<file path="src/rtl/cache_pkg.sv">
// Shared definitions for the shared-port cache request logic: FSM state
// encoding and the round-robin pick used by every requester arbiter.
package cache_pkg;

    localparam int ADDR_W_DEF = 8;
    localparam int DATA_W_DEF = 8;
    localparam int MAX_REQ    = 8;
    localparam int IDX_W      = $clog2(MAX_REQ);

    typedef enum logic [1:0] {
        IDLE,
        ISSUE,
        WAIT,
        RESP
    } arb_state_t;

    typedef struct packed {
        logic             found;
        logic [IDX_W-1:0] idx;
    } rr_pick_t;

    // First set bit of valid, searching upward from ptr+1 and wrapping at num.
    function automatic rr_pick_t rr_pick(input logic [MAX_REQ-1:0] valid,
                                         input logic [IDX_W-1:0]   ptr,
                                         input logic [IDX_W:0]     num);
        rr_pick_t         r;
        logic [IDX_W:0]   cand;
        r = '0;
        for (int i = 1; i <= MAX_REQ; i++) begin
            cand = (IDX_W+1)'((int'(ptr) + i) % int'(num));
            if (i <= int'(num) && !r.found && valid[cand[IDX_W-1:0]]) begin
                r.found = 1'b1;
                r.idx   = cand[IDX_W-1:0];
            end
        end
        return r;
    endfunction

endpackage

</file>
<file path="src/rtl/rr_arbiter.sv">
// Round-robin arbiter: combinational grant from the request vector and a
// pointer that only moves when the owner signals completion.
module rr_arbiter
    import cache_pkg::*;
#(
    parameter int NUM_REQ = 2
) (
    input  logic               clk,
    input  logic               rst,
    input  logic [NUM_REQ-1:0] i_valid,
    input  logic               i_upd,
    input  logic [IDX_W-1:0]   i_upd_idx,
    output logic               o_found,
    output logic [IDX_W-1:0]   o_gnt_idx
);

    logic [IDX_W-1:0]   r_ptr;
    logic [MAX_REQ-1:0] w_valid;
    rr_pick_t           w_pick;

    assign w_valid   = MAX_REQ'(i_valid);
    assign w_pick    = rr_pick(w_valid, r_ptr, (IDX_W+1)'(NUM_REQ));
    assign o_found   = w_pick.found;
    assign o_gnt_idx = w_pick.idx;

    // Pointer starts at the last requester so requester 0 wins first.
    always_ff @(posedge clk or posedge rst) begin
        if (rst) begin
            r_ptr <= IDX_W'(NUM_REQ - 1);
        end else if (i_upd) begin
            r_ptr <= i_upd_idx;
        end
    end

endmodule

</file>
<file path="src/rtl/cache_req_arbiter.sv">
// Shares one single-port cache among NUM_REQ requesters, one access in
// flight at a time, with saturating read hit/miss counters.
module cache_req_arbiter
    import cache_pkg::*;
#(
    parameter int NUM_REQ   = 2,
    parameter int ADDR_W    = ADDR_W_DEF,
    parameter int DATA_W    = DATA_W_DEF,
    parameter int CACHE_LAT = 1,
    parameter int CNT_W     = 16
) (
    input  logic                      clk,
    input  logic                      rst,
    input  logic [NUM_REQ-1:0]        req_valid,
    input  logic [NUM_REQ-1:0]        req_write,
    input  logic [NUM_REQ*ADDR_W-1:0] req_addr,
    input  logic [NUM_REQ*DATA_W-1:0] req_wdata,
    output logic [NUM_REQ-1:0]        req_ready,
    output logic [NUM_REQ-1:0]        rsp_valid,
    output logic [DATA_W-1:0]         rsp_rdata,
    output logic                      rsp_hit,
    output logic                      c_read_en,
    output logic                      c_write_en,
    output logic [ADDR_W-1:0]         c_address,
    output logic [DATA_W-1:0]         c_write_data,
    input  logic [DATA_W-1:0]         c_read_data,
    input  logic                      c_hit,
    output logic [CNT_W-1:0]          hit_cnt,
    output logic [CNT_W-1:0]          miss_cnt
);

    localparam int LAT_W = $clog2(CACHE_LAT + 1);

    arb_state_t         r_state, w_next;
    logic [ADDR_W-1:0]  r_addr;
    logic [DATA_W-1:0]  r_wdata;
    logic               r_write;
    logic [IDX_W-1:0]   r_gnt;
    logic [LAT_W-1:0]   r_lat;
    logic [DATA_W-1:0]  r_rdata;
    logic               r_hit;
    logic [CNT_W-1:0]   r_hit_cnt;
    logic [CNT_W-1:0]   r_miss_cnt;

    logic               w_found;
    logic [IDX_W-1:0]   w_gnt_idx;
    logic [NUM_REQ-1:0] w_gnt_oh;
    logic [ADDR_W-1:0]  w_sel_addr;
    logic [DATA_W-1:0]  w_sel_wdata;
    logic               w_sel_write;

    function automatic logic [CNT_W-1:0] sat_inc(input logic [CNT_W-1:0] v);
        return (&v) ? v : v + 1'b1;
    endfunction

    rr_arbiter #(.NUM_REQ(NUM_REQ)) u_rr (
        .clk       (clk),
        .rst       (rst),
        .i_valid   (req_valid),
        .i_upd     (r_state == RESP),
        .i_upd_idx (r_gnt),
        .o_found   (w_found),
        .o_gnt_idx (w_gnt_idx)
    );

    always_comb begin
        w_gnt_oh    = '0;
        w_sel_addr  = '0;
        w_sel_wdata = '0;
        w_sel_write = 1'b0;
        for (int i = 0; i < NUM_REQ; i++) begin
            if (w_found && w_gnt_idx == IDX_W'(i)) begin
                w_gnt_oh[i] = 1'b1;
                w_sel_addr  = req_addr[i*ADDR_W +: ADDR_W];
                w_sel_wdata = req_wdata[i*DATA_W +: DATA_W];
                w_sel_write = req_write[i];
            end
        end
    end

    always_ff @(posedge clk or posedge rst) begin
        if (rst) r_state <= IDLE;
        else     r_state <= w_next;
    end

    always_comb begin
        w_next = r_state;
        case (r_state)
            IDLE:    if (w_found) w_next = ISSUE;
            ISSUE:   w_next = WAIT;
            WAIT:    if (r_lat == LAT_W'(1)) w_next = RESP;
            RESP:    w_next = IDLE;
            default: w_next = IDLE;
        endcase
    end

    // req_ready is gated by rst so every output reads 0 while reset is held.
    always_comb begin
        req_ready  = '0;
        rsp_valid  = '0;
        c_read_en  = 1'b0;
        c_write_en = 1'b0;
        case (r_state)
            IDLE:  if (!rst) req_ready = w_gnt_oh;
            ISSUE: begin
                c_read_en  = !r_write;
                c_write_en = r_write;
            end
            RESP: begin
                for (int i = 0; i < NUM_REQ; i++) begin
                    rsp_valid[i] = (r_gnt == IDX_W'(i));
                end
            end
            default: ;
        endcase
    end

    always_ff @(posedge clk or posedge rst) begin
        if (rst) begin
            r_addr     <= '0;
            r_wdata    <= '0;
            r_write    <= 1'b0;
            r_gnt      <= '0;
            r_lat      <= '0;
            r_rdata    <= '0;
            r_hit      <= 1'b0;
            r_hit_cnt  <= '0;
            r_miss_cnt <= '0;
        end else begin
            case (r_state)
                IDLE: if (w_found) begin
                    r_addr  <= w_sel_addr;
                    r_wdata <= w_sel_wdata;
                    r_write <= w_sel_write;
                    r_gnt   <= w_gnt_idx;
                end
                ISSUE: r_lat <= LAT_W'(CACHE_LAT);
                WAIT: begin
                    r_lat <= r_lat - 1'b1;
                    if (r_lat == LAT_W'(1)) begin
                        r_rdata <= r_write ? '0 : c_read_data;
                        r_hit   <= c_hit;
                    end
                end
                RESP: if (!r_write) begin
                    if (r_hit) r_hit_cnt  <= sat_inc(r_hit_cnt);
                    else       r_miss_cnt <= sat_inc(r_miss_cnt);
                end
                default: ;
            endcase
        end
    end

    assign c_address    = r_addr;
    assign c_write_data = r_wdata;
    assign rsp_rdata    = r_rdata;
    assign rsp_hit      = r_hit;
    assign hit_cnt      = r_hit_cnt;
    assign miss_cnt     = r_miss_cnt;

endmodule

</file>
<file path="config.mk">
export PLATFORM = sky130hd
export DESIGN_NAME = cache_req_arbiter
export DESIGN_NICKNAME = d
export VERILOG_FILES = /design/src/rtl/cache_pkg.sv /design/src/rtl/rr_arbiter.sv /design/src/rtl/cache_req_arbiter.sv
export SDC_FILE = /design/constraint.sdc
export NUM_CORES = 1
export LEC_CHECK = 0
export CELL_PAD_IN_SITES_DETAIL_PLACEMENT = 1
export CELL_PAD_IN_SITES_GLOBAL_PLACEMENT = 2
export CORE_ASPECT_RATIO = 0.8
export CORE_MARGIN = 4
export CORE_UTILIZATION = 29
export CTS_CLUSTER_DIAMETER = 150
export DETAILED_ROUTE_END_ITERATION = 10
export PLACE_DENSITY = 0.82
export SLEW_MARGIN = 20
export SYNTH_ARGS = -nofsm -noshare
export SYNTH_HDL_FRONTEND = slang
export SYNTH_HIERARCHICAL = 1
export SYNTH_SLANG_ARGS = --single-unit
</file>
<file path="constraint.sdc">
create_clock -name clk -period 5.56 [get_ports clk]
set_input_delay 1.112 -clock clk [delete_from_list [all_inputs] [get_ports clk]]
set_output_delay 1.112 -clock clk [all_outputs]
set_load 0.01 [all_outputs]
</file>
# [Word-level counts from Yosys, hierarchy flattened]
# Index checks and enable logic that the tools add are counted.
[totals] out_inout_bits=63 elab_cells=71 regBits=65 input_bits=47
[op_classes] reduce_logical=16 n_bitwise=6 n_eq_ne=7 n_lt_le_gt_ge=2 n_mux=24 add_sub_neg=5
[ops] cell="$mux 8" count=5
[ops] cell="$add 16x1->16 const B" count=2
[ops] cell="$reduce_and 16->1" count=2
[ops] cell="$mux 2" count=5
[ops] cell="$lt 3x4->1 const B" count=2
[ops] cell="$mux 1" count=8
[ops] cell="$mux 4" count=2
[ops] cell="$pmux 2 s4" count=1
[ops] cell="$reduce_and 4->1" count=2
[ops] cell="$eq 3x1->1 const B" count=2
[ops] cell="$logic_not 3->1" count=2
[ops] cell="$reduce_and 2->1" count=3
[ops] cell="$bmux 1 s2" count=2
[ops] cell="$eq 2x2->1 const B" count=2
[ops] cell="$not 1->1" count=4
[ops] cell="$logic_and 1x1->1" count=3
[ops] cell="$add 1x1->1 const B" count=2
[ops] cell="$and 1x1->1 const A" count=2
[ops] cell="$eq 2x1->1 const B" count=1
[ops] cell="$logic_not 1->1" count=2
[ops] cell="$logic_not 2->1" count=1
[ops] cell="$ne 2x1->1 const B" count=1
[ops] cell="$ne 2x2->1 const B" count=1
[ops] cell="$pmux 1 s2" count=1
[ops] cell="2 further kinds" count=2

# [Logic depth before layout (Yosys ltp)]
# Gate-level depths: netlist of run 1.
[depth] ltp_word=13 depth_mapped=7 ltp_nobuf=5

# [By module]
# The synthesis of run 1 kept the hierarchy.
[by_module_without_submodules] mod="cache_req_arbiter" cells_each=295 seq_area_each_um2=1601.5 area_per_inst_um2=3052.9 n_inst=1
[by_module_without_submodules] mod="rr_arbiter" cells_each=8 seq_area_each_um2=26.3 area_per_inst_um2=77.6 n_inst=1

# [Worst setup path after synthesis of run 1]
# OpenSTA, ideal clock, no wires.
[synth_path] path_type="input -> output" startpoint="input port rst" endpoint="output port req_ready[0]" required_ns=4.448 slack_ns=1.601 t_arrival_ns=2.847 stages=2 n_path_buf=0 path_cell_list="inv_1 > and3_1"
[synth_via] elab_chain_cells=2
[synth_lines] element="start: declaration" line="cache_req_arbiter.sv:13" text="input logic rst,"
[synth_lines] element="$mux 2" line="cache_req_arbiter.sv:104" text="IDLE: if (!rst) req_ready = w_gnt_oh;"
[synth_lines] element="$mux 2" line="cache_req_arbiter.sv:103" text="case (r_state)"
[synth_lines] element="end: declaration" line="cache_req_arbiter.sv:18" text="output logic [NUM_REQ-1:0] req_ready,"
# Every way passes these cells.

# [Worst setup path in the final report of run 1]
[layout_path] startpoint="input port req_valid[1]" endpoint="output port req_ready[1]"
[layout_via] elab_chain_cells=11 word_cells_on_any_way=13 cone_classes="eq/ne (1); mux (9); reduce/logical (3)"
[layout_lines] element="start: declaration" line="cache_req_arbiter.sv:14" text="input logic [NUM_REQ-1:0] req_valid,"
[layout_lines] element="$bmux 1 s2" line="cache_pkg.sv:31" text="if (i <= int'(num) && !r.found && valid[cand[IDX_W-1:0]]) begin"
[layout_lines] element="$mux 1 (not written as such)" line="cache_pkg.sv:31"
[layout_lines] element="$mux 4" line="cache_pkg.sv:31"
[layout_lines] element="$logic_not 1->1" line="cache_pkg.sv:31"
[layout_lines] element="$logic_and 1x1->1" line="cache_pkg.sv:31"
[layout_lines] element="$mux 4 *" line="cache_pkg.sv:31"
[layout_lines] element="via w_gnt_idx[0]" line="cache_req_arbiter.sv:46" text="logic [IDX_W-1:0] w_gnt_idx;"
[layout_lines] element="$eq 3x1->1 *" line="cache_req_arbiter.sv:72" text="if (w_found && w_gnt_idx == IDX_W'(i)) begin"
[layout_lines] element="$logic_and 1x1->1 *" line="cache_req_arbiter.sv:72"
[layout_lines] element="$mux 1 *" line="cache_req_arbiter.sv:72"
[layout_lines] element="$mux 2 *" line="cache_req_arbiter.sv:104"
[layout_lines] element="$mux 2 *" line="cache_req_arbiter.sv:103"
# The timed path passes the listed nets; every way through them passes the cells marked *. The select of a mux whose other input is x is not followed.

==> flow_metrics.tcl, run 1 <==
set metrics [dict create \
    run_status "completed" \
    layout.cells.most_common "sky130_fd_sc_hd__clkdlybuf4s50_1" \
    clock-skew-final_ns 0.00430 \
    critical_path.max_stage_delay_ns 0.53 \
    max_fclk_mhz 233 \
    vias_per_cell 4.84 \
    reg2regPathDepth 5 \
    postSynthRegisterBits 65 \
    number_of_instances_in_the_synthesized_netlist 303 \
    worstHoldEndpoint "rsp_rdata[5]" \
    most_used_cell_cp "sky130_fd_sc_hd__clkdlybuf4s50_1" \
    peakVddDrop_mv 0.178 \
    grt_pass1_wl_um 14300 \
    mean_post_synth_cell_area_um2 10.3 \
    most_used_cells_in_the_layout_excluding_fill_and_tap_cells "109 x sky130_fd_sc_hd__clkdlybuf4s50_1, 64 x sky130_fd_sc_hd__dfrtp_1, 25 x sky130_fd_sc_hd__nor2_1" \
    buffer_ports.inserted 109 \
    cts_num_sinks 65 \
    final.period_utilization 0.771 \
    globalRouteTotalUtil 0.145 \
    wl_um 8610 \
    layout_min_cycle_time_ns 4.28 \
    cts.reportedPaths.clkPinSlew_ns 0.05 \
    via_count_of_the_first_global_routing_pass 2851 \
    drtPass1Iterations 4 \
    worstMarginPinSlew_ns 0.857 \
    synth-warning-count 6 \
    slew-limit-headroom 0.429 \
    cpMaxStageDelayCell "sky130_fd_sc_hd__clkdlybuf4s50_1" \
    totalNegativeSetupSlack_ns 0 \
    clkLatencyLatePin_ns 0.32 \
    number_of_distinct_library_cells_after_synthesis 45 \
    core_region_area_um2 10400 \
    cp_cell_sequence "clkdlybuf4s50_1 > a21boi_0 > nor4bb_4 > buf_4 > and3_1 > clkdlybuf4s50_1" \
    cts_setup_buffers 0 \
    ys.flop_type "sky130_fd_sc_hd__dfrtp_1" \
    ctsHoldBuffers 0 \
    detailedPlacementHpwl_um 6410 \
    rsz0062_at_grt "no" \
    report.final.slew_viol_count 0 \
    n_antenna_cell 0 \
    worst-endpoint-arrival_ns 3.17 \
    ant_nets 0 \
    rr_startpoint "r_state[1]" \
    die_w_um 124 \
    gp_congestion 0.725 \
    synth_area_um2 3130 \
    synth.yosys.seq_area_share 0.520 \
    tritoncts.num_buffers 9 \
    crit_path_start_kind "input pin" \
    hp-class "flip-flop to flip-flop" \
    post-route-drc-count 0 \
    dr_vias 2698 \
    clock_tree.buffer_depth 2 \
    setup.worst_path.end_class "output port" \
    static-leakage-power_nw 1.89 \
    drt_iter0_drc 96 \
    final_hold_viol_count 0 \
    floorplan.die.height_um 101 \
    num_rows 33 \
    boundaryPins 110 \
    timing.critical_path.required_ns 4.45 \
    area_growth_pct 48.4 \
    antenna_violations_before_repair 0 \
    maximum_number_of_pins_on_one_net_before_global_route_repair 65 \
    synth-edff-count 0 \
    timing.reg2reg.setup_slack_ns 3.43 \
    final-setup-viol-count 0 \
    holdPathStages 2 \
    timing.critical_path.fanout_max 18 \
    num-fill-cells 1196 \
    cts_root_buf "sky130_fd_sc_hd__clkbuf_16" \
    cap_violations 0 \
    floorplan.initialDensity 0.301 \
    wl_per_cell_um 15.4 \
    layout.nets 466 \
    async_flop_share 1.00 \
    crit_type "input pin to output port" \
    overall_die_area_um2 12500 \
    cts_max_level 3 \
    globalRoute.totalOverflow 0 \
    hold_start "rsp_rdata[5]" \
    drive_gt1_frac 0.0933 \
    cts_tree "yes" \
    regToRegEndpoint "hit_cnt[11]" \
    p_per_area_nw_per_um2 427 \
    cts_resized 0 \
    final_core_utilization 0.446 \
]
[registers in the layout, summed over array words and instances, names as in the netlist]
| name | count |
|---|---|
| c_address | 8 |
| c_write_data | 8 |
| hit_cnt | 16 |
| miss_cnt | 16 |
| r_gnt | 3 |
| r_lat | 1 |
| r_state | 2 |
| r_write | 1 |
| rsp_hit | 1 |
| rsp_rdata | 8 |
| u_rr/r_ptr | 1 |
[kinds of logic after synthesis]
kind of cell / after synthesis / share of synthesized area
and+or+nand+nor: 115 / 0.203
DFF: 65 / 0.520
AOI/OAI and AO/OA: 61 / 0.120
buffers and inverters: 24 / 0.0340
xor gates and xnor gates: 20 / 0.0560
muxes: 11 / 0.0420
adders and majority gates: 6 / 0.0240
other: 1 / 0.00120
[worst max path at each step]
| stage | start | endpoint | slack [ns] |
|---|---|---|---|
| 2_1_floorplan | rst | req_ready[0] | 1.60 |
| 3_3_place_gp | req_valid[1] | req_ready[1] | 1.33 |
| 3_5_place_dp | req_valid[1] | req_ready[1] | 1.27 |
| 4_1_cts | req_valid[1] | req_ready[1] | 1.26 |
| 5_1_grt | req_valid[1] | req_ready[1] | 1.12 |
| 6_report | req_valid[1] | req_ready[1] | 1.28 |
[synth_stat cells (3+ instances only)]
library cell | instances | area share
sky130_fd_sc_hd__a21oi_1 | 22 | 0.035
sky130_fd_sc_hd__a22oi_1 | 18 | 0.043
sky130_fd_sc_hd__a31oi_1 | 4 | 0.0080
sky130_fd_sc_hd__and2_1 | 3 | 0.0060
sky130_fd_sc_hd__and3_1 | 6 | 0.012
sky130_fd_sc_hd__clkbuf_1 | 8 | 0.0096
sky130_fd_sc_hd__dfrtp_1 | 64 | 0.51
sky130_fd_sc_hd__ha_1 | 6 | 0.024
sky130_fd_sc_hd__inv_1 | 10 | 0.012
sky130_fd_sc_hd__mux2_2 | 9 | 0.032
sky130_fd_sc_hd__nand2_1 | 19 | 0.023
sky130_fd_sc_hd__nand2b_1 | 9 | 0.018
sky130_fd_sc_hd__nand3_1 | 15 | 0.024
sky130_fd_sc_hd__nand3b_1 | 3 | 0.0072
sky130_fd_sc_hd__nand4_1 | 9 | 0.018
sky130_fd_sc_hd__nor2_1 | 25 | 0.030
sky130_fd_sc_hd__nor3_1 | 4 | 0.0064
sky130_fd_sc_hd__nor4_1 | 5 | 0.010
sky130_fd_sc_hd__o21ai_0 | 10 | 0.016
sky130_fd_sc_hd__xnor2_1 | 18 | 0.050
[per-stage QoR]
stage                     total power, mW  worst slack, ns  hold WS, ns  cell area, µm²  cells
after floorplan                      1.11             1.60        0.505            3130    304
after global placement               1.47             1.33        0.462            4370    542
after detailed placement             1.49             1.27        0.470            4370    542
after CTS                            2.03             1.26        0.482            4650    558
after global routing                 2.14             1.12        0.499            4650    558
final                                1.99             1.28        0.474            4650    558
[metal layers]
metal,track usage,vias up,share of wire
met4,0.0480,0,0.013
li1,-,1299,-
met5,0,-,0
met3,0.0438,8,0.049
met1,0.189,1330,0.46
met2,0.231,61,0.48
[critical path: cells and delay by family]
family / cells / cell delay [ns]
compound gates: 1 / 0.35
buf+inv: 3 / 1.26
simple gates: 2 / 0.44
[where the power goes]
group | switching [mW] | internal [mW] | leakage (nW) | total, mW
sequential | 0.123 | 0.622 | 0.832 | 0.745
clock | 0.192 | 0.324 | 0.139 | 0.516
combinational | 0.325 | 0.400 | 0.919 | 0.725
[final cells by class]
cell class / count / area [µm²] / share of cell area
Multi-Input combinational cell: 215 / 1420 / 0.305
Inverter: 10 / 37.5 / 0.00808
Timing Repair Buffer: 112 / 1110 / 0.240
Tap cell: 140 / 175 / 0.0377
Sequential cell: 65 / 1630 / 0.350
Clock inverter: 3 / 15.0 / 0.00323
Clock buffer: 13 / 260 / 0.0560
Power figures use the tool's default switching activity.
==> run 2: changes to the inputs <==
- CORE_UTILIZATION: 29 -> 27
- PLACE_DENSITY: 0.82 -> 0.77
- clock period: 5.56 -> 4.49 ns (I/O delays scaled with it)
==> run 2 against run 1 <==
  * Via count decreased by 1.1%
  * Clock skew increased by 0.0016 ns
  * Combinational power increased by 24%
  * Core utilization decreased by 2.7 points
  * Critical path type unchanged
  * Sequential cell count unchanged
  * Highest routed layer unchanged
==> flow_metrics.tcl, run 2 (synthesized netlist as in run 1, its figures left out) <==
set metrics [dict create \
    drive_gt1_frac 0.0931 \
    layout.nets 467 \
    cp_top_family "buffers and inverters" \
    max_fclk_mhz 272 \
    peakVddDrop_mv 0.295 \
    drt_iter0_drc 80 \
    critical_path_buf_inv_count 3 \
    layout.cells.most_common "sky130_fd_sc_hd__clkdlybuf4s50_1" \
    cts_tree "yes" \
    via_count_of_the_first_global_routing_pass 2886 \
    drtPass1Iterations 4 \
    most_used_cells_in_the_layout_excluding_fill_and_tap_cells "109 x sky130_fd_sc_hd__clkdlybuf4s50_1, 64 x sky130_fd_sc_hd__dfrtp_1, 25 x sky130_fd_sc_hd__nor2_1" \
    crit_type "input pin to output port" \
    intPower_mw 1.67 \
    final.period_utilization 0.820 \
    overall_die_area_um2 13400 \
    tritoncts.num_buffers 9 \
    hp-class "flip-flop to flip-flop" \
    detailedPlacementHpwl_um 6670 \
    final_core_utilization 0.419 \
    power.sequential.fraction 0.374 \
    num_rows 34 \
    cts_root_buf "sky130_fd_sc_hd__clkbuf_16" \
    boundaryPins 110 \
    final_hold_viol_count 0 \
    gp_congestion 0.781 \
    area_growth_pct 48.8 \
    critical_path.max_stage_delay_ns 0.53 \
    timing.critical_path.required_ns 3.59 \
    path_depth 6 \
    rsz0062_at_grt "no" \
    vias_per_cell 4.74 \
    timing.critical_path.fanout_max 18 \
    power.share.clock 0.261 \
    antenna_violations_before_repair 0 \
    dr_vias 2669 \
    netSwitchingFraction 0.324 \
    post-route-drc-count 0 \
    worstMarginPinSlew_ns 0.833 \
    totalNegativeSetupSlack_ns 0 \
    reg2regPathDepth 5 \
    run_status "completed" \
    floorplan.initialDensity 0.282 \
    wl_um 8960 \
    worst-endpoint-arrival_ns 2.78 \
    ctsHoldBuffers 0 \
    maximum_number_of_pins_on_one_net_before_global_route_repair 65 \
    share_comb_of_total_power 0.366 \
    globalRouteTotalUtil 0.138 \
    cts_max_level 3 \
    wl_per_cell_um 15.9 \
    core_region_area_um2 11100 \
    timing.reg2reg.setup_slack_ns 2.32 \
    slew-limit-headroom 0.440 \
    layout_min_cycle_time_ns 3.68 \
    globalRoute.totalOverflow 0 \
    clock-skew-final_ns 0.00594 \
    die_w_um 128 \
    fin_worst_hold_slack_ns 0.484 \
    grt_pass1_wl_um 14900 \
    p_per_area_nw_per_um2 530 \
    setup.worst_path.end_class "output port" \
    cts_resized 0 \
    most_used_cell_cp "sky130_fd_sc_hd__clkdlybuf4s50_1" \
    clock_tree.buffer_depth 2 \
    cts_num_sinks 65 \
    cts.reportedPaths.clkPinSlew_ns 0.05 \
    netSwitchingPower_mw 0.798 \
    final-setup-viol-count 0 \
    cp_cell_sequence "clkdlybuf4s50_1 > a21boi_0 > nor4b_2 > buf_4 > and3_1 > clkdlybuf4s50_1" \
    report.final.slew_viol_count 0 \
    cts_setup_buffers 0 \
    holdPathStages 2 \
    clkLatencyLatePin_ns 0.32 \
    cap_violations 0 \
    cpMaxStageDelayCell "sky130_fd_sc_hd__clkdlybuf4s50_1" \
    crit_path_start_kind "input pin" \
    ant_nets 0 \
    floorplan.die.height_um 104 \
    buffer_ports.inserted 109 \
    static-leakage-power_nw 1.89 \
    n_antenna_cell 0 \
]
[run 2: through the flow]
step / area [µm²] / setup WS [ns] / cells / power (mW)
2_1_floorplan: 3130 / 0.959 / 304 / 1.37
3_3_place_gp: 4380 / 0.856 / 547 / 1.82
3_5_place_dp: 4380 / 0.807 / 547 / 1.85
4_1_cts: 4660 / 0.802 / 563 / 2.52
5_1_grt: 4660 / 0.678 / 563 / 2.64
6_report: 4660 / 0.810 / 563 / 2.47
[run 2: layout make-up]
| type | count | area [µm²] |
|---|---|---|
| clock buffers | 13 | 260 |
| clock inverters | 3 | 15.0 |
| fillers | 1248 | 6450 |
| inverters | 10 | 37.5 |
| multi-input cells | 215 | 1420 |
| flip-flops and latches | 65 | 1630 |
| well taps | 144 | 180 |
| repair buffers | 113 | 1120 |
[run 2: power groups by stage]
stage	registers (mW)	logic, mW	clock network [mW]
2_1_floorplan	0.952	0.419	0
4_1_cts	0.926	0.922	0.669
6_report	0.921	0.902	0.643
3_3_place_gp	0.924	0.900	0
3_5_place_dp	0.932	0.918	0
5_1_grt	0.955	0.990	0.693
[run 2: metal layers]
metal | up-vias | GRT usage | part of all wire
met5 | - | 0 | 0
met1 | 1295 | 0.181 | 0.47
met3 | 6 | 0.0411 | 0.052
met4 | 0 | 0.0432 | 0.011
li1 | 1308 | - | -
met2 | 60 | 0.217 | 0.47
[run 2: final timing paths]
kind,from,to
max,req_valid[0],req_ready[0]
min in group asynchronous,rst,u_rr/r_ptr[0]
max reg2reg,r_state[1],hit_cnt[11]
max in group asynchronous,rst,miss_cnt[3]
min,rsp_rdata[5],rsp_rdata[5]
min reg2reg,rsp_rdata[5],rsp_rdata[5]
[run 2: tightest hold or removal path, cell delays in order (launching register included)]
cell	delay [ns]
sky130_fd_sc_hd__dfrtp_1	0.34
sky130_fd_sc_hd__nand2_1	0.05
sky130_fd_sc_hd__o21ai_0	0.06
==> run 3: changes to the inputs <==
- clock period: 4.49 -> 3.4 ns (I/O delays scaled with it)
==> run 3 against run 2 <==
  * Register-to-register slack lost 1.1 ns
  * Worst hold slack gained 0.0026 ns
  * Combinational power grew 32%
  * Highest routed layer unchanged
  * Sequential share of layout area shrank 0.46 points
  * Final area grew 1.3%
  * Global-route usage shrank 0.14 points
  * Clock-buffer cell count shrank 2
  * Sequential power grew 32%
  * Clock skew shrank 0.0021 ns
  * Non-clock buffer count grew 1
==> flow_metrics.tcl, run 3 (synthesized netlist as in run 1, its figures left out) <==
set metrics [dict create \
    wl_per_cell_um 15.9 \
    num-fill-cells 1241 \
    p_per_area_nw_per_um2 725 \
    maximum_number_of_pins_on_one_net_before_global_route_repair 43 \
    dr_vias 2718 \
    cp_cell_sequence "clkdlybuf4s50_1 > a21boi_1 > nor4bb_4 > and3_1 > clkdlybuf4s50_1" \
    cts_num_sinks 65 \
    final_hold_viol_count 0 \
    area_growth_pct 50.8 \
    netSwitchingPower_mw 1.07 \
    intPower_mw 2.35 \
    max_fclk_mhz 324 \
    worst-endpoint-arrival_ns 2.41 \
    globalRoute.totalOverflow 0 \
    floorplan.die.height_um 104 \
    crit_type "input pin to output port" \
    tritoncts.num_buffers 9 \
    run_status "completed" \
    static-leakage-power_nw 1.92 \
    timing.critical_path.fanout_max 3 \
    power.sequential.fraction 0.356 \
    floorplan.initialDensity 0.282 \
    rsz0062_at_grt "no" \
    netSwitchingFraction 0.312 \
    hp-class "flip-flop to flip-flop" \
    clock-skew-final_ns 0.00381 \
    die_w_um 128 \
    critical_path.max_stage_delay_ns 0.53 \
    cap_violations 0 \
    most_used_cells_in_the_layout_excluding_fill_and_tap_cells "109 x sky130_fd_sc_hd__clkdlybuf4s50_1, 64 x sky130_fd_sc_hd__dfrtp_1, 25 x sky130_fd_sc_hd__nor2_1" \
    drive_gt1_frac 0.100 \
    cts_root_buf "sky130_fd_sc_hd__clkbuf_16" \
    cts_tree "yes" \
    slew-limit-headroom 0.467 \
    n_antenna_cell 0 \
    share_comb_of_total_power 0.348 \
    cts.reportedPaths.clkPinSlew_ns 0.06 \
    detailedPlacementHpwl_um 6830 \
    final_core_utilization 0.425 \
    power.share.clock 0.296 \
    post-route-drc-count 0 \
    grt_pass1_wl_um 14700 \
    timing.critical_path.required_ns 2.72 \
    drtPass1Iterations 4 \
    layout.nets 468 \
    vias_per_cell 4.82 \
    layout_min_cycle_time_ns 3.09 \
    clock_tree.buffer_depth 2 \
    clkLatencyLatePin_ns 0.32 \
    core_region_area_um2 11100 \
    wl_um 8990 \
    totalNegativeSetupSlack_ns 0 \
    ant_nets 0 \
    boundaryPins 110 \
    num_rows 34 \
    via_count_of_the_first_global_routing_pass 2920 \
    globalRouteTotalUtil 0.136 \
    buffer_ports.inserted 109 \
    layout.cells.most_common "sky130_fd_sc_hd__clkdlybuf4s50_1" \
    worstMarginPinSlew_ns 0.792 \
    crit_path_start_kind "input pin" \
    final.period_utilization 0.908 \
    antenna_violations_before_repair 0 \
    cts_max_level 3 \
    drt_iter0_drc 162 \
    cpMaxStageDelayCell "sky130_fd_sc_hd__clkdlybuf4s50_1" \
    overall_die_area_um2 13400 \
    setup.worst_path.end_class "output port" \
    final-setup-viol-count 0 \
    gp_congestion 0.821 \
    most_used_cell_cp "sky130_fd_sc_hd__clkdlybuf4s50_1" \
    report.final.slew_viol_count 0 \
    peakVddDrop_mv 0.360 \
]
[run 3: cell types whose count changed in the layout (fill, tap and decap cells not counted)]
cell	before	now
sky130_fd_sc_hd__a21boi_0	1	0
sky130_fd_sc_hd__bufinv_16	0	2
sky130_fd_sc_hd__a21boi_1	0	1
sky130_fd_sc_hd__buf_4	4	5
sky130_fd_sc_hd__clkinvlp_4	0	1
sky130_fd_sc_hd__clkinv_2	3	2
sky130_fd_sc_hd__clkbuf_1	2	0
[run 3: repair_timing]
action                                  in CTS  in global routing
gates resized for setup                      0                  1
hold buffers                                 0                  0
endpoints found under the setup margin       0                  1
setup buffers                                0                  0
[run 3: critical path: cells and delay by family]
family	cells	cell delay, ns
AO/OA/AOI/OAI	1	0.27
buffers and inverters	2	0.99
AND/OR/NAND/NOR	2	0.46
[run 3: metrics by stage]
step | setup WS, ns | cell area (µm²) | cells | power [mW] | hold slack [ns]
floorplan | 0.305 | 3130 | 304 | 1.81 | 0.505
global placement | 0.257 | 4390 | 548 | 2.41 | 0.463
detailed placement | 0.187 | 4390 | 548 | 2.45 | 0.480
CTS | 0.185 | 4720 | 564 | 3.49 | 0.493
global route | 0.142 | 4720 | 564 | 3.65 | 0.511
finish | 0.312 | 4720 | 564 | 3.42 | 0.487
[run 3: final timing paths]
path                            endpoint    startpoint  slack, ns  cells after the start
min in group asynchronous  u_rr/r_ptr[0]           rst       0.73                      2
max                         req_ready[1]  req_valid[1]       0.31                      5
min                         rsp_rdata[4]  rsp_rdata[4]       0.49                      2
min reg2reg                 rsp_rdata[4]  rsp_rdata[4]       0.49                      2
max in group asynchronous   miss_cnt[11]           rst       2.11                      3
max reg2reg                  hit_cnt[11]    r_state[1]       1.24                      5
[run 3: power by group through the flow]
stage / combinational, mW / clock [mW] / sequential [mW]
6_report: 1.19 / 1.01 / 1.22
5_1_grt: 1.31 / 1.08 / 1.26
4_1_cts: 1.22 / 1.05 / 1.23
3_5_place_dp: 1.21 / 0 / 1.24
3_3_place_gp: 1.19 / 0 / 1.22
2_1_floorplan: 0.554 / 0 / 1.26
[run 3: layout make-up]
| cell class | instances | area, µm² | area share |
|---|---|---|---|
| flip-flops and latches | 65 | 1630 | 0.345 |
| clock inverters | 5 | 77.6 | 0.0164 |
| clock buffers | 11 | 253 | 0.0536 |
| multi-input cells | 215 | 1420 | 0.300 |
| inverters | 10 | 37.5 | 0.00795 |
| repair buffers | 114 | 1130 | 0.239 |
| well taps | 144 | 180 | 0.0382 |
[run 3: layer usage]
layer	GRT usage	wire length, µm
met2	0.221	4290
met1	0.174	4110
met4	0.0530	168
met3	0.0334	424
met5	0	0
==> variant, RTL diff (config.mk and constraints of run 2) <==
Set the parameter `CNT_W` to 14 (it was 16).
--- a/src/rtl/cache_req_arbiter.sv
+++ b/src/rtl/cache_req_arbiter.sv
@@ -7,7 +7,7 @@
     parameter int ADDR_W    = ADDR_W_DEF,
     parameter int DATA_W    = DATA_W_DEF,
     parameter int CACHE_LAT = 1,
-    parameter int CNT_W     = 16
+    parameter int CNT_W     = 14
 ) (
     input  logic                      clk,
     input  logic                      rst,
Interface: changed (resized hit_cnt and miss_cnt); port bits go from 110 to 106. The function was not compared with the original's and may differ.
==> variant against run 2 <==
Global-route usage is 0.32 points lower; worst setup slack got worse by 0.41 ns; utilization is 0.85 points higher; sequential share of layout area decreased by 0.65 points; total power rose by 0.43%; area after synthesis shrank 6.5%; clock skew shrank 0.00082 ns; final area is 4.4% lower; combinational power is 1% lower; routed wire length down 10%; sequential cell count decreased by 4; sequential power decreased by 4.5%; die area decreased by 6.0%; largest power group is now combinational logic; highest routed layer unchanged.
==> variant: results (changes against run 2) <==
{| class="wikitable"
! Metric !! Value
|-
| Xor/xnor share of the synthesized area || 6.58% (was 5.60%)
|-
| Cell types with the largest area share after synthesis || sky130_fd_sc_hd__dfrtp_1 51%, sky130_fd_sc_hd__a22oi_1 4.6%, sky130_fd_sc_hd__xor2_1 3.6%, sky130_fd_sc_hd__a21oi_1 3.1%, sky130_fd_sc_hd__xnor2_1 3.0% (was sky130_fd_sc_hd__dfrtp_1 51%, sky130_fd_sc_hd__xnor2_1 5.0%, sky130_fd_sc_hd__a22oi_1 4.3%, sky130_fd_sc_hd__a21oi_1 3.5%, sky130_fd_sc_hd__mux2_2 3.2%)
|-
| Placed Cells incl. Taps || 511 (was 547)
|-
| Peak VDD IR || 0.000257 V (was 0.000295 V)
|-
| Result of the run || finished clean (unchanged)
|-
| Total cell area at the placement stage || 4140 sq um (was 4380 sq um)
|-
| P_leak || 1.87 nW (was 1.89 nW)
|-
| Number of vias after detailed routing || 2470 (was 2669)
|-
| Highest cell delay on the worst timing path || 0.84 ns (was 0.53 ns)
|-
| Worst slack at placement || 0.376 ns (was 0.807 ns)
|-
| Delay-heaviest family, CP || simple AND/OR/NAND/NOR gates (was buffers and inverters)
|-
| Most instantiated cells after synthesis || 60 x sky130_fd_sc_hd__dfrtp_1, 22 x sky130_fd_sc_hd__nor2_1, 18 x sky130_fd_sc_hd__a21oi_1, 18 x sky130_fd_sc_hd__a22oi_1, 17 x sky130_fd_sc_hd__nand2_1 (was 64 x sky130_fd_sc_hd__dfrtp_1, 25 x sky130_fd_sc_hd__nor2_1, 22 x sky130_fd_sc_hd__a21oi_1)
|-
| Routability congestion estimate from global placement || 0.755 (was 0.781)
|-
| Yosys cell types || 48 (was 45)
|-
| Final std cells w/o fill || 527 (was 563)
|-
| Critical path arrival || 3.19 ns (was 2.78 ns)
|-
| Largest net degree at the start of global routing || 35 (was 65)
|-
| Pin slew with the least headroom to its limit || 0.900 ns (was 0.833 ns)
|-
| Post-Synthesis Mean Instance Area || 10.6 sq um (was 10.3 sq um)
|-
| Slowest cell on crit path || sky130_fd_sc_hd__nor4b_4 (was sky130_fd_sc_hd__clkdlybuf4s50_1)
|-
| Switching share of power || 31.6% (was 32.4%)
|-
| Number of nets in the final layout || 435 (was 467)
|-
| Initial DRC count || 135 (was 80)
|-
| Mux share of post-synthesis cell area || 3.55% (was 4.20%)
|-
| Number of global-route vias before repair || 2660 (was 2886)
|-
| Final HPWL DP || 6.03 mm (was 6.67 mm)
|-
| Overall routing resource usage || 13.5% (was 13.8%)
|-
| Routed length per placed instance || 15.3 um (was 15.9 um)
|}
==> variant: changes by cell type after synthesis, moves of 4 or more <==
cell                      before  now
sky130_fd_sc_hd__dfrtp_1      64   60
sky130_fd_sc_hd__xnor2_1      18   10
sky130_fd_sc_hd__nand3_1      15   10
sky130_fd_sc_hd__a21oi_1      22   18
sky130_fd_sc_hd__xor2_1        2   12
sky130_fd_sc_hd__buf_2         1    5
==> variant: final cells by class <==
class	instances	area, sq um
multi-input cells	193	1330
well taps	140	175
flip-flops and latches	61	1530
repair buffers	109	1080
clock buffers	12	267
fillers	1170	5950
inverters	8	30.0
clock inverters	4	45.0
==> variant: path summary, 6_finish.rpt <==
kind / from / endpoint / slack, ns / depth (start not counted)
min in group asynchronous: rst / u_rr/r_ptr[0] / 0.92 / 2
worst max register to register: r_state[1] / hit_cnt[11] / 2.35 / 5
max in group asynchronous: rst / hit_cnt[0] / 3.13 / 3
worst min register to register: rsp_rdata[1] / rsp_rdata[1] / 0.47 / 2
worst min-delay path: rsp_rdata[1] / rsp_rdata[1] / 0.47 / 2
worst max-delay path: req_valid[0] / req_ready[0] / 0.40 / 5
==> variant: power groups by stage <==
| stage | clock [mW] | combinational [mW] | sequential (mW) |
|---|---|---|---|
| floorplan | 0 | 0.400 | 0.920 |
| global placement | 0 | 0.889 | 0.884 |
| detailed placement | 0 | 0.909 | 0.893 |
| CTS | 0.731 | 0.914 | 0.886 |
| global route | 0.755 | 0.992 | 0.916 |
| finish | 0.705 | 0.891 | 0.880 |
==> variant: routing by layer <==
layer | vias up | global-route usage [%] | routed length (um)
li1 | 1199 | - | -
met1 | 1182 | 17.3 | 3730
met2 | 78 | 20.1 | 3590
met3 | 11 | 6.27 | 616
met4 | 0 | 4.80 | 110
met5 | - | 0 | 0
